--- src/rtl/eth_port_pkg.sv ---
// Shared types and default sizing for the
// Ethernet receive-port merge block.
package eth_port_pkg;

  typedef enum logic [1:0] {
    IDLE,
    PASS,
    DROP
  } state_t;

  localparam int DEF_NUM_PORTS = 4;
  localparam int DEF_DATA_W    = 64;
  localparam int DEF_MAX_BEATS = 256;
  localparam int DEF_CNT_W     = 32;

endpackage

--- src/rtl/eth_rr_arbiter.sv ---
// Round-robin request picker; search starts
// at the port just after the previous grant.
module eth_rr_arbiter #(
  parameter int NUM_PORTS = 4,
  parameter int PORT_W    = 2
) (
  input  logic [NUM_PORTS-1:0] req,
  input  logic [PORT_W-1:0]    last,
  output logic [NUM_PORTS-1:0] grant,
  output logic [PORT_W-1:0]    grant_idx,
  output logic                 valid
);

  // first requester after last, wrapping
  always_comb begin
    int j;
    logic [PORT_W-1:0] idx;
    grant     = '0;
    grant_idx = '0;
    valid     = 1'b0;
    for (int i = 1; i <= NUM_PORTS; i++) begin
      j = int'(last) + i;
      if (j >= NUM_PORTS) j = j - NUM_PORTS;
      idx = PORT_W'(j);
      if (!valid && req[idx]) begin
        valid      = 1'b1;
        grant[idx] = 1'b1;
        grant_idx  = idx;
      end
    end
  end

endmodule

--- src/rtl/eth_port_rx_mux.sv ---
// Merges per-port MAC receive streams into one
// frame-atomic stream with truncation and stats.
module eth_port_rx_mux
  import eth_port_pkg::*;
#(
  parameter int NUM_PORTS = DEF_NUM_PORTS,
  parameter int DATA_W    = DEF_DATA_W,
  parameter int MAX_BEATS = DEF_MAX_BEATS,
  parameter int CNT_W     = DEF_CNT_W,
  localparam int KEEP_W   = DATA_W / 8,
  localparam int PORT_W   =
    (NUM_PORTS > 2) ? $clog2(NUM_PORTS) : 1
) (
  input  logic                  user_clk,
  input  logic                  axis_aresetn,
  input  logic [NUM_PORTS-1:0][DATA_W-1:0] s_axis_tdata,
  input  logic [NUM_PORTS-1:0][KEEP_W-1:0] s_axis_tkeep,
  input  logic [NUM_PORTS-1:0]  s_axis_tvalid,
  input  logic [NUM_PORTS-1:0]  s_axis_tlast,
  output logic [NUM_PORTS-1:0]  s_axis_tready,
  input  logic [NUM_PORTS-1:0]  port_en,
  output logic [DATA_W-1:0]     m_axis_tdata,
  output logic [KEEP_W-1:0]     m_axis_tkeep,
  output logic                  m_axis_tvalid,
  output logic                  m_axis_tlast,
  input  logic                  m_axis_tready,
  output logic [PORT_W-1:0]     m_axis_tport,
  output logic                  m_axis_terr,
  output logic [NUM_PORTS-1:0][CNT_W-1:0] frame_cnt,
  output logic [NUM_PORTS-1:0][CNT_W-1:0] drop_cnt
);

  localparam int BEAT_W = $clog2(MAX_BEATS);

  state_t                state;
  logic [PORT_W-1:0]     grant_idx;
  logic [NUM_PORTS-1:0]  grant_oh;
  logic [BEAT_W-1:0]     beat_cnt;
  logic                  from_idle;

  logic [NUM_PORTS-1:0]  arb_grant;
  logic [PORT_W-1:0]     arb_idx;
  logic                  arb_valid;

  logic                  out_rdy;
  logic                  acc;
  logic                  at_max;
  logic [DATA_W-1:0]     sel_data;
  logic [KEEP_W-1:0]     sel_keep;
  logic                  sel_last;

  eth_rr_arbiter #(
    .NUM_PORTS (NUM_PORTS),
    .PORT_W    (PORT_W)
  ) u_arb (
    .req       (s_axis_tvalid),
    .last      (grant_idx),
    .grant     (arb_grant),
    .grant_idx (arb_idx),
    .valid     (arb_valid)
  );

  assign out_rdy  = !m_axis_tvalid || m_axis_tready;
  assign sel_data = s_axis_tdata[grant_idx];
  assign sel_keep = s_axis_tkeep[grant_idx];
  assign sel_last = s_axis_tlast[grant_idx];
  assign acc      = |(s_axis_tvalid & s_axis_tready);
  assign at_max   =
    (beat_cnt == BEAT_W'(MAX_BEATS - 1));

  // only the granted port sees ready
  always_comb begin
    s_axis_tready = '0;
    unique case (state)
      PASS: s_axis_tready =
        grant_oh & {NUM_PORTS{out_rdy}};
      DROP: s_axis_tready = grant_oh;
      default: s_axis_tready = '0;
    endcase
  end

  // frame FSM, output register and stats
  always_ff @(posedge user_clk or negedge axis_aresetn) begin
    if (!axis_aresetn) begin
      state         <= IDLE;
      grant_idx     <= PORT_W'(NUM_PORTS - 1);
      grant_oh      <= '0;
      beat_cnt      <= '0;
      from_idle     <= 1'b0;
      m_axis_tvalid <= 1'b0;
      m_axis_tlast  <= 1'b0;
      m_axis_terr   <= 1'b0;
      m_axis_tdata  <= '0;
      m_axis_tkeep  <= '0;
      m_axis_tport  <= '0;
      frame_cnt     <= '0;
      drop_cnt      <= '0;
    end else begin
      if (m_axis_tvalid && m_axis_tready)
        m_axis_tvalid <= 1'b0;
      unique case (state)
        IDLE: begin
          if (arb_valid) begin
            grant_idx <= arb_idx;
            grant_oh  <= arb_grant;
            beat_cnt  <= '0;
            from_idle <= !port_en[arb_idx];
            state     <= port_en[arb_idx] ? PASS : DROP;
          end
        end
        PASS: begin
          if (acc) begin
            m_axis_tvalid <= 1'b1;
            m_axis_tdata  <= sel_data;
            m_axis_tkeep  <= sel_keep;
            m_axis_tport  <= grant_idx;
            m_axis_tlast  <= sel_last || at_max;
            m_axis_terr   <= !sel_last && at_max;
            beat_cnt      <= beat_cnt + BEAT_W'(1);
            if (sel_last || at_max) begin
              frame_cnt[grant_idx] <=
                frame_cnt[grant_idx] + CNT_W'(1);
              from_idle <= 1'b0;
              state     <= sel_last ? IDLE : DROP;
            end
          end
        end
        DROP: begin
          if (acc && sel_last) begin
            if (from_idle)
              drop_cnt[grant_idx] <=
                drop_cnt[grant_idx] + CNT_W'(1);
            state <= IDLE;
          end
        end
        default: state <= IDLE;
      endcase
    end
  end

endmodule

--- config.mk ---
export PLATFORM = sky130hd
export DESIGN_NAME = eth_port_rx_mux
export DESIGN_NICKNAME = d
export VERILOG_FILES = /design/src/rtl/eth_port_pkg.sv /design/src/rtl/eth_rr_arbiter.sv /design/src/rtl/eth_port_rx_mux.sv
export SDC_FILE = /design/constraint.sdc
export NUM_CORES = 1
export LEC_CHECK = 0
export ABC_AREA = 1
export CAP_MARGIN = 15
export CORE_AREA = 4 4 245 247
export CTS_CLUSTER_DIAMETER = 100
export DETAILED_ROUTE_END_ITERATION = 16
export DIE_AREA = 0 0 249 251
export PLACE_DENSITY_LB_ADDON = 0.3
export SLEW_MARGIN = 30
export SYNTH_ARGS = -nofsm -noshare
export SYNTH_HDL_FRONTEND = slang
export SYNTH_SLANG_ARGS = --single-unit
--- constraint.sdc ---
create_clock -name user_clk -period 3.4 [get_ports user_clk]
set_input_delay 1.02 -clock user_clk [delete_from_list [all_inputs] [get_ports user_clk]]
set_output_delay 1.02 -clock user_clk [all_outputs]
set_load 0.1 [all_outputs]
* After elaboration in Yosys (flattened, before gate mapping)
Index checks and enable logic that the tools add are counted.
** Storage, ports and cells
- Flip-flop bits (word level) :: 350
- Bits of input ports :: 303
- Output and inout port bits :: 337
** Operators by class
- $add $sub $neg :: 11
- $lt $le $gt $ge :: 15
- Equality and inequality tests :: 7
- Multiplexer cells :: 66
- Bitwise logic cells :: 5
- Reduce and logical (&&, ||, !) cells :: 29
** Operator list (count)
- $bwmux W128 :: 2
- $bmux W32 S2 :: 2
- $bmux W64 S2 :: 1
- $mux W32 :: 3
- $add A32 B1 Y32 const B :: 2
- $demux W32 S2 :: 1
- $mux W64 :: 1
- $mux W2 :: 14
- $mux W8 :: 3
- $mux W1 :: 20
- $lt A2 B3 Y1 const B :: 6
- $bmux W8 S2 :: 1
- $mux W4 :: 4
- $pmux W8 S2 :: 1
- $bmux W1 S2 :: 6
- $or A4 B4 Y4 :: 3
- $logic_and A1 B1 Y1 :: 11
- $ge A2 B1 Y1 const B :: 5
- $ge A3 B3 Y1 const B :: 3
- $reduce_and A3 Y1 :: 3
- $add A8 B1 Y8 const B :: 1
- $and A4 B4 Y4 :: 2
- $demux W1 S2 :: 4
- $eq A8 B8 Y1 const B :: 1
- other kinds (18) :: 33

* Depth between registers and ports, before layout
Gate-level depths: netlist (run 1).
- Depth in word-level cells :: 20
- Mapped depth :: 22
- Depth with buffers taken out :: 16

* Modules after synthesis
A second synthesis (run 1) with hierarchy kept.
** Unflattened totals
- Cell total of the unflattened synthesis :: 3030
- Area, all modules :: 20287.0 sq um
** Modules (own cells, without submodules)
- eth_port_rx_mux :: instances 1, cells an instance 2956, area an instance 19829.0 sq um, sequential area each 8760.9 sq um
- eth_rr_arbiter :: instances 1, cells an instance 74, area an instance 457.9 sq um, sequential area each 0.0 sq um

* Least setup slack after synthesis (run 1)
OpenSTA, ideal clock, no wires.
- Path type :: input -> output
- From :: in m_axis_tready
- To :: out s_axis_tready[0]
- Arrival time :: 2.582 ns
- Path slack :: -0.202 ns
- Cell stages on the path :: 4
- Path through :: inv_1 > a21oi_1 > o21ai_0 > nor2_1
** Between the ends
- Cells in the longest elaborated chain, start to end :: 3
** Ends and longest elaborated chain
- start, declared :: RTL line eth_port_rx_mux.sv:26 : input logic m_axis_tready,
- $logic_or A1 B1 Y1 :: RTL line eth_port_rx_mux.sv:63 : assign out_rdy = !m_axis_tvalid || m_axis_tready;
- $and A4 B4 Y4 :: RTL line eth_port_rx_mux.sv:76 : grant_oh & {NUM_PORTS{out_rdy}};
- $pmux W4 S2 :: RTL line eth_port_rx_mux.sv:74 : unique case (state)
- end, declared :: RTL line eth_port_rx_mux.sv:20 : output logic [NUM_PORTS-1:0] s_axis_tready,
No other way between the ends.

* Final worst setup path (run 1)
- From :: in m_axis_tready
- To :: out s_axis_tready[1]
The elaborated chain is that of the path after synthesis.

==> results of run 1 <==
## cell usage after synthesis (all sizes together) (5+ instances only)
| cell type | instances | area share |
|---|---|---|
| nand2 | 1046 | 0.20 |
| nor2 | 497 | 0.10 |
| o21ai | 353 | 0.087 |
| dfrtp | 348 | 0.43 |
| inv | 200 | 0.037 |
| buf | 91 | 0.030 |
| nand3 | 75 | 0.020 |
| a31oi | 73 | 0.022 |
| clkbuf | 69 | 0.013 |
| o211ai | 31 | 0.013 |
| xor2 | 28 | 0.016 |
| nand4 | 18 | 0.0061 |
| ha | 14 | 0.0086 |
| xnor2 | 14 | 0.0086 |
| a21oi | 11 | 0.0031 |
| nand3b | 9 | 0.0033 |
| nor3 | 5 | 0.0020 |
## cell type report
| cell class | instances | share of cell area |
|---|---|---|
| repair buffers | 704 | 0.224 |
| clock buffers | 59 | 0.0423 |
| multi-input cells | 2189 | 0.356 |
| inverters | 201 | 0.0271 |
| well taps | 765 | 0.0338 |
| flip-flops and latches | 350 | 0.310 |
| diodes | 8 | 0.000708 |
| clock inverters | 14 | 0.00610 |
## metrics by stage
step                hold WS (ns)   util  worst slack (ns)  TNS [ns]
detailed placement         0.482  0.467            -0.222     -4.24
global placement           0.467  0.467            -0.141     -3.09
global route               0.446  0.491            0.0115         0
CTS                        0.419  0.491            0.0549         0
floorplan                  0.477      -            -0.202    -0.807
finish                     0.431  0.491            0.0846         0
## state kept, by name (all words and copies together) (netlist names), 2 cells and up
register / count
m_axis_tdata: 64
m_axis_tport: 2
m_axis_tkeep: 8
grant_idx: 2
beat_cnt: 8
drop_cnt: 128
grant_oh: 4
frame_cnt: 128
state: 2
## path summary, 6_finish.rpt
check | cells past startpoint | slack [ns] | end | start
max | 7 | 0.08 | s_axis_tready[1] | m_axis_tready
max in group asynchronous | 2 | 2.14 | frame_cnt[114] | axis_aresetn
min in group user_clk | 2 | 0.50 | m_axis_tport[1] | m_axis_tport[1]
min reg2reg | 2 | 0.50 | m_axis_tport[1] | m_axis_tport[1]
min | 1 | 0.43 | m_axis_tdata[62] | axis_aresetn
max reg2reg | 10 | 0.30 | frame_cnt[70] | grant_idx[0]
## critical path, stage by stage
cell	delay [ns]
clkdlybuf4s50_1	0.46
inv_1	0.05
a21oi_1	0.12
o21ai_0	0.08
buf_4	0.17
nor2_1	0.18
buf_12	0.21
## per-layer routing
metal / routed length (um) / vias up / part of all wire / track usage
met5: 0 / - / 0 / 0
met4: 3520 / 0 / 0.042 / 0.102
met3: 7720 / 168 / 0.091 / 0.0673
met2: 38700 / 938 / 0.46 / 0.411
met1: 34800 / 10014 / 0.41 / 0.341
li1: - / 10375 / - / -
## kinds of logic (layout without fill, tap and decap cells)
kind of cell | count (synthesis) | count (layout)
flip-flops | 350 | 350
adder cells (fa/ha/maj) | 14 | 14
AND/OR/NAND/NOR | 1654 | 1654
XOR/XNOR | 42 | 42
other | 0 | 8
buffers and inverters | 361 | 978
AO/OA/AOI/OAI | 479 | 479
## power groups by stage
stage | Sequential (uW) | Combinational, uW | Clock (uW)
final | 6020 | 16800 | 4580
after global routing | 6140 | 17800 | 4840
after CTS | 6010 | 16800 | 4670
after detailed placement | 6070 | 16800 | 0
after global placement | 6050 | 16700 | 0
after floorplan | 12300 | 6040 | 0
## cell usage in the layout (no fill, tap or decap), types with 10 or more instances in the layout
master	count
inv_1	189
nand2_2	27
o21ai_0	254
clkdlybuf4s50_1	301
xor2_2	10
o21ai_1	96
nor2_4	16
nand2_1	1013
buf_4	379
buf_12	23
ha_1	13
nand4_1	16
clkbuf_16	43
nand3_1	70
xor2_1	18
nor2_2	24
dfrtp_1	348
nor2_1	456
o211ai_1	27
a31oi_1	73
clkbuf_1	10
## timing repair
item                       CTS  global route
setup endpoints to repair    2             1
pin swaps                    0             0
resized for setup            1             1
==> results_dict.tcl, run 1 <==
set metrics [dict create \
    power_uw 27400 \
    syn_area_per_cell_um2 7.04 \
    hold_violations 0 \
    leakagePower_uw 0.0138 \
    cts_buffers 42 \
    clk_pin_slew_ns 0.06 \
    tightest_slew_ns 0.796 \
    ctsRootBufferMaster "clkbuf_16" \
    dp.cells 4209 \
    io_pins 640 \
    register_area_mm2 0.00877 \
    cts_tree "yes" \
    post_cts.repair.setup_buffers 0 \
    vias_per_cell 5.01 \
    yosys_warnings 0 \
    multi_input_area_mm2 0.0101 \
    sequentialPowerShare 0.220 \
    synth_mux_area_frac 0 \
    slew_viol_final 0 \
    ys.flop_type "dfrtp_1" \
    antenna_left 0 \
    drv_cap 0 \
    cts.sinks 350 \
    synthXorXnorAreaFrac 0.0243 \
    switchingPower_uw 15800 \
    die_y_um 251 \
    ys_seq_area_frac 0.429 \
    rsz0062_at_grt "no" \
    max_freq_mhz 302 \
    grt_pass1_wl_um 127000 \
    finalSetupViolCount 0 \
    stdcell_count 4290 \
    syn_to_final_growth_pct 38.5 \
    power_density_mw_per_mm2 967 \
    vias 21495 \
    grt_pass1_vias 20444 \
    grt.total_usage 0.259 \
    fillers 5690 \
    clk_latency_ns 0.58 \
    hpwlAfterDp_um 62600 \
    vdd_ir_drop_max_v 0.000957 \
    pwr-share-clk 0.167 \
    ys_ff_latch 350 \
    crit_type "primary input to primary output" \
    crit_arrival_ns 2.30 \
    initial_core_util 0.355 \
    hold_path_class "primary input to asynchronous set/reset pin" \
    finalCritPeriodShare 0.975 \
    ys_types 49 \
    gp_congestion 0.956 \
    slew_headroom 0.469 \
    drive_gt1_frac 0.168 \
    dpl_cell_area_mm2 0.0269 \
    finalWirelength_um 84700 \
    drcViolationCount 0 \
    required_ns 2.38 \
    grt_max_degree 139 \
    synthSimpleGateAreaFrac 0.330 \
    outcome "completed" \
    drtIter0Drc 1716 \
    cts_hold_buf 0 \
    syn_inst 2900 \
    async_reset_ff_frac 1.00 \
    die_area_mm2 0.0625 \
    die_x_um 249 \
    combPwrFrac 0.613 \
    skew_ns 0.0245 \
    cp-start-kind "primary input" \
    nets 3805 \
    portBuffers 639 \
    antenna_found_initial 9 \
    synth_top_family_by_area "simple AND/OR/NAND/NOR gates" \
    cp-end-kind "primary output" \
    synth-compound-area-share 0.129 \
    synth-edff-count 0 \
    p_sw_frac 0.576 \
    synth_area_mm2 0.0204 \
    wl_per_cell_um 19.7 \
    synthAdderAreaFrac 0.00858 \
    internal-power_uw 11600 \
    h-tree-depth 2 \
    cts_buffer_depth 3 \
    core_area_mm2 0.0576 \
    placementRows 88 \
    drtPass1Iterations 6 \
    period_needed_ns 3.32 \
    critPathMaxFanout 4 \
    grt_overflow_total 0 \
    fin_area_mm2 0.0283 \
    synth_fp_nets 3217 \
]
No activity file was read; power rests on OpenSTA's default activity.
==> inputs of run 2 (changes only) <==
Settings changed: CORE_AREA 4 4 245 247 to 10 10 237 239, DIE_AREA 0 0 249 251 to 0 0 247 249.
==> run 2 against run 1 <==
Sequential cell count stayed put; wire length is 10% higher; setup slack better by 0.022 ns; sequential power is 1% lower; first-iteration DRC count is 28% higher; register-to-register slack better by 0.05 ns; via count is 1.0% higher; clock power hardly changed; cell count is 1.9% lower; final area is 0.18% lower; fmax is 0.65% higher; worst hold slack worse by 0.056 ns; critical path type unchanged; highest routed layer unchanged.
==> results_dict.tcl, run 2 (synthesized netlist as in run 1, its figures left out) <==
set metrics [dict create \
    outcome "completed" \
    pwr-share-clk 0.167 \
    period_needed_ns 3.29 \
    grt_pass1_wl_um 137000 \
    grtUsageMet2 0.472 \
    cts.sinks 350 \
    hpwlAfterDp_um 70700 \
    drtIter0Drc 2196 \
    core_area_mm2 0.0512 \
    grt_pass1_vias 20227 \
    nets 3798 \
    drv_cap 0 \
    r2r_cells 14 \
    portBuffers 639 \
    finalSetupViolCount 0 \
    grt.total_usage 0.291 \
    combPwrFrac 0.616 \
    cp-start-kind "primary input" \
    tightest_slew_ns 0.741 \
    stdcell_count 4209 \
    cts_tree "yes" \
    power_density_mw_per_mm2 972 \
    top_regs "drop_cnt (128), frame_cnt (128), m_axis_tdata (64)" \
    dpl_cell_area_mm2 0.0268 \
    max_freq_mhz 304 \
    drtPass1Iterations 5 \
    slew_viol_final 0 \
    switchingPower_uw 15800 \
    whs_ns 0.375 \
    crit_arrival_ns 2.27 \
    p_sw_frac 0.577 \
    antenna_left 0 \
    cts_buffers 42 \
    grt_max_degree 120 \
    clk_latency_ns 0.59 \
    layout_common_cells "nand2_1 (1013), nor2_1 (456), buf_4 (367), dfrtp_1 (348), clkdlybuf4s50_1 (301)" \
    cts_hold_buf 0 \
    met3_usage 0.0787 \
    vdd_ir_drop_max_v 0.000648 \
    critPathMaxFanout 4 \
    crit_type "primary input to primary output" \
    drive_gt1_frac 0.168 \
    drcViolationCount 0 \
    vias_per_cell 5.16 \
    gr-usage-met1 0.359 \
    skew_ns 0.0381 \
    vias 21711 \
    ctsRootBufferMaster "clkbuf_16" \
    hold_violations 0 \
    grt_overflow_total 0 \
    placementRows 83 \
    antenna_found_initial 23 \
    initial_core_util 0.399 \
    fin_tns_setup_ns 0 \
    busiest_layer "met2" \
    wl_per_cell_um 22.1 \
    fillers 4930 \
    power_uw 27400 \
    hold_path_class "primary input to asynchronous set/reset pin" \
    leakagePower_uw 0.0138 \
    required_ns 2.38 \
    slew_headroom 0.506 \
    crit-reg2reg-launch "grant_idx[0]" \
    register_area_mm2 0.00877 \
    die_y_um 249 \
    finalWirelength_um 93100 \
    final_common_cell "nand2_1" \
    die_x_um 247 \
    syn_to_final_growth_pct 38.3 \
    rsz0062_at_grt "no" \
    r2r_end "frame_cnt[94]" \
    cp-end-kind "primary output" \
    io_pins 640 \
    finalCritPeriodShare 0.969 \
    sequentialPowerShare 0.217 \
    post_cts.repair.setup_buffers 0 \
    cts_buffer_depth 3 \
    internal-power_uw 11600 \
    multi_input_area_mm2 0.0101 \
    r2r_slack_ns 0.35 \
    h-tree-depth 2 \
    die_area_mm2 0.0615 \
    fin_area_mm2 0.0282 \
    gp_congestion 0.956 \
    clk_pin_slew_ns 0.06 \
    dp.cells 4117 \
]
[run 2: changes by cell type in the layout (fill, tap and decap cells not counted), moves of 3 or more]
cell | before | now
buf_4 | 379 | 367
clkbuf_1 | 10 | 6
buf_12 | 23 | 27
diode_2 | 8 | 17
clkinv_2 | 6 | 9
clkbuf_8 | 6 | 10
[run 2: routing by layer]
layer	vias up	part of all wire
li1	10335	-
met1	10274	0.38
met2	945	0.48
met3	157	0.098
met4	0	0.038
met5	-	0
[run 2: repair_timing]
action | 4_1_cts | 5_1_grt
endpoints found under the setup margin | 4 | 4
endpoints found under the hold margin | 0 | 0
gates resized for setup | 1 | 2
[run 2: cell type report]
cell class | instances | share of cell area
Antenna cell | 17 | 0.00151
Timing Repair Buffer | 697 | 0.224
Inverter | 201 | 0.0272
Sequential cell | 350 | 0.311
Clock inverter | 17 | 0.00620
Clock buffer | 58 | 0.0429
Multi-Input combinational cell | 2189 | 0.357
Tap cell | 680 | 0.0301
[run 2: worst max path at each step]
stage                        startpoint  slack (ns)          endpoint  cells past startpoint
after floorplan           m_axis_tready       -0.20  s_axis_tready[0]                      4
after global placement    m_axis_tready        0.11  s_axis_tready[3]                      7
after detailed placement  m_axis_tready        0.10  s_axis_tready[2]                      7
after CTS                      state[1]        0.02  s_axis_tready[2]                      8
after global routing           state[1]       0.002  s_axis_tready[3]                      8
final                     m_axis_tready        0.11  s_axis_tready[3]                      7
[run 2: power by group through the flow]
stage | sequential (uW) | clock, uW | combinational (uW)
after floorplan | 12300 | 0 | 6040
after global placement | 5960 | 0 | 16800
after detailed placement | 5990 | 0 | 16800
after CTS | 5930 | 4670 | 16900
after global routing | 6050 | 4810 | 18000
final | 5940 | 4590 | 16900
[run 2: critical path, stage by stage]
cell,delay (ns)
clkdlybuf4s50_1,0.46
inv_1,0.05
a21oi_1,0.11
o21ai_0,0.08
buf_4,0.16
nor2_1,0.19
buf_12,0.21
[run 2: stage by stage]
stage	utilization	setup slack [ns]
after global placement	0.523	0.108
after global routing	0.552	0.00194
after detailed placement	0.523	0.104
after CTS	0.550	0.0174
final	0.552	0.106
after floorplan	-	-0.202
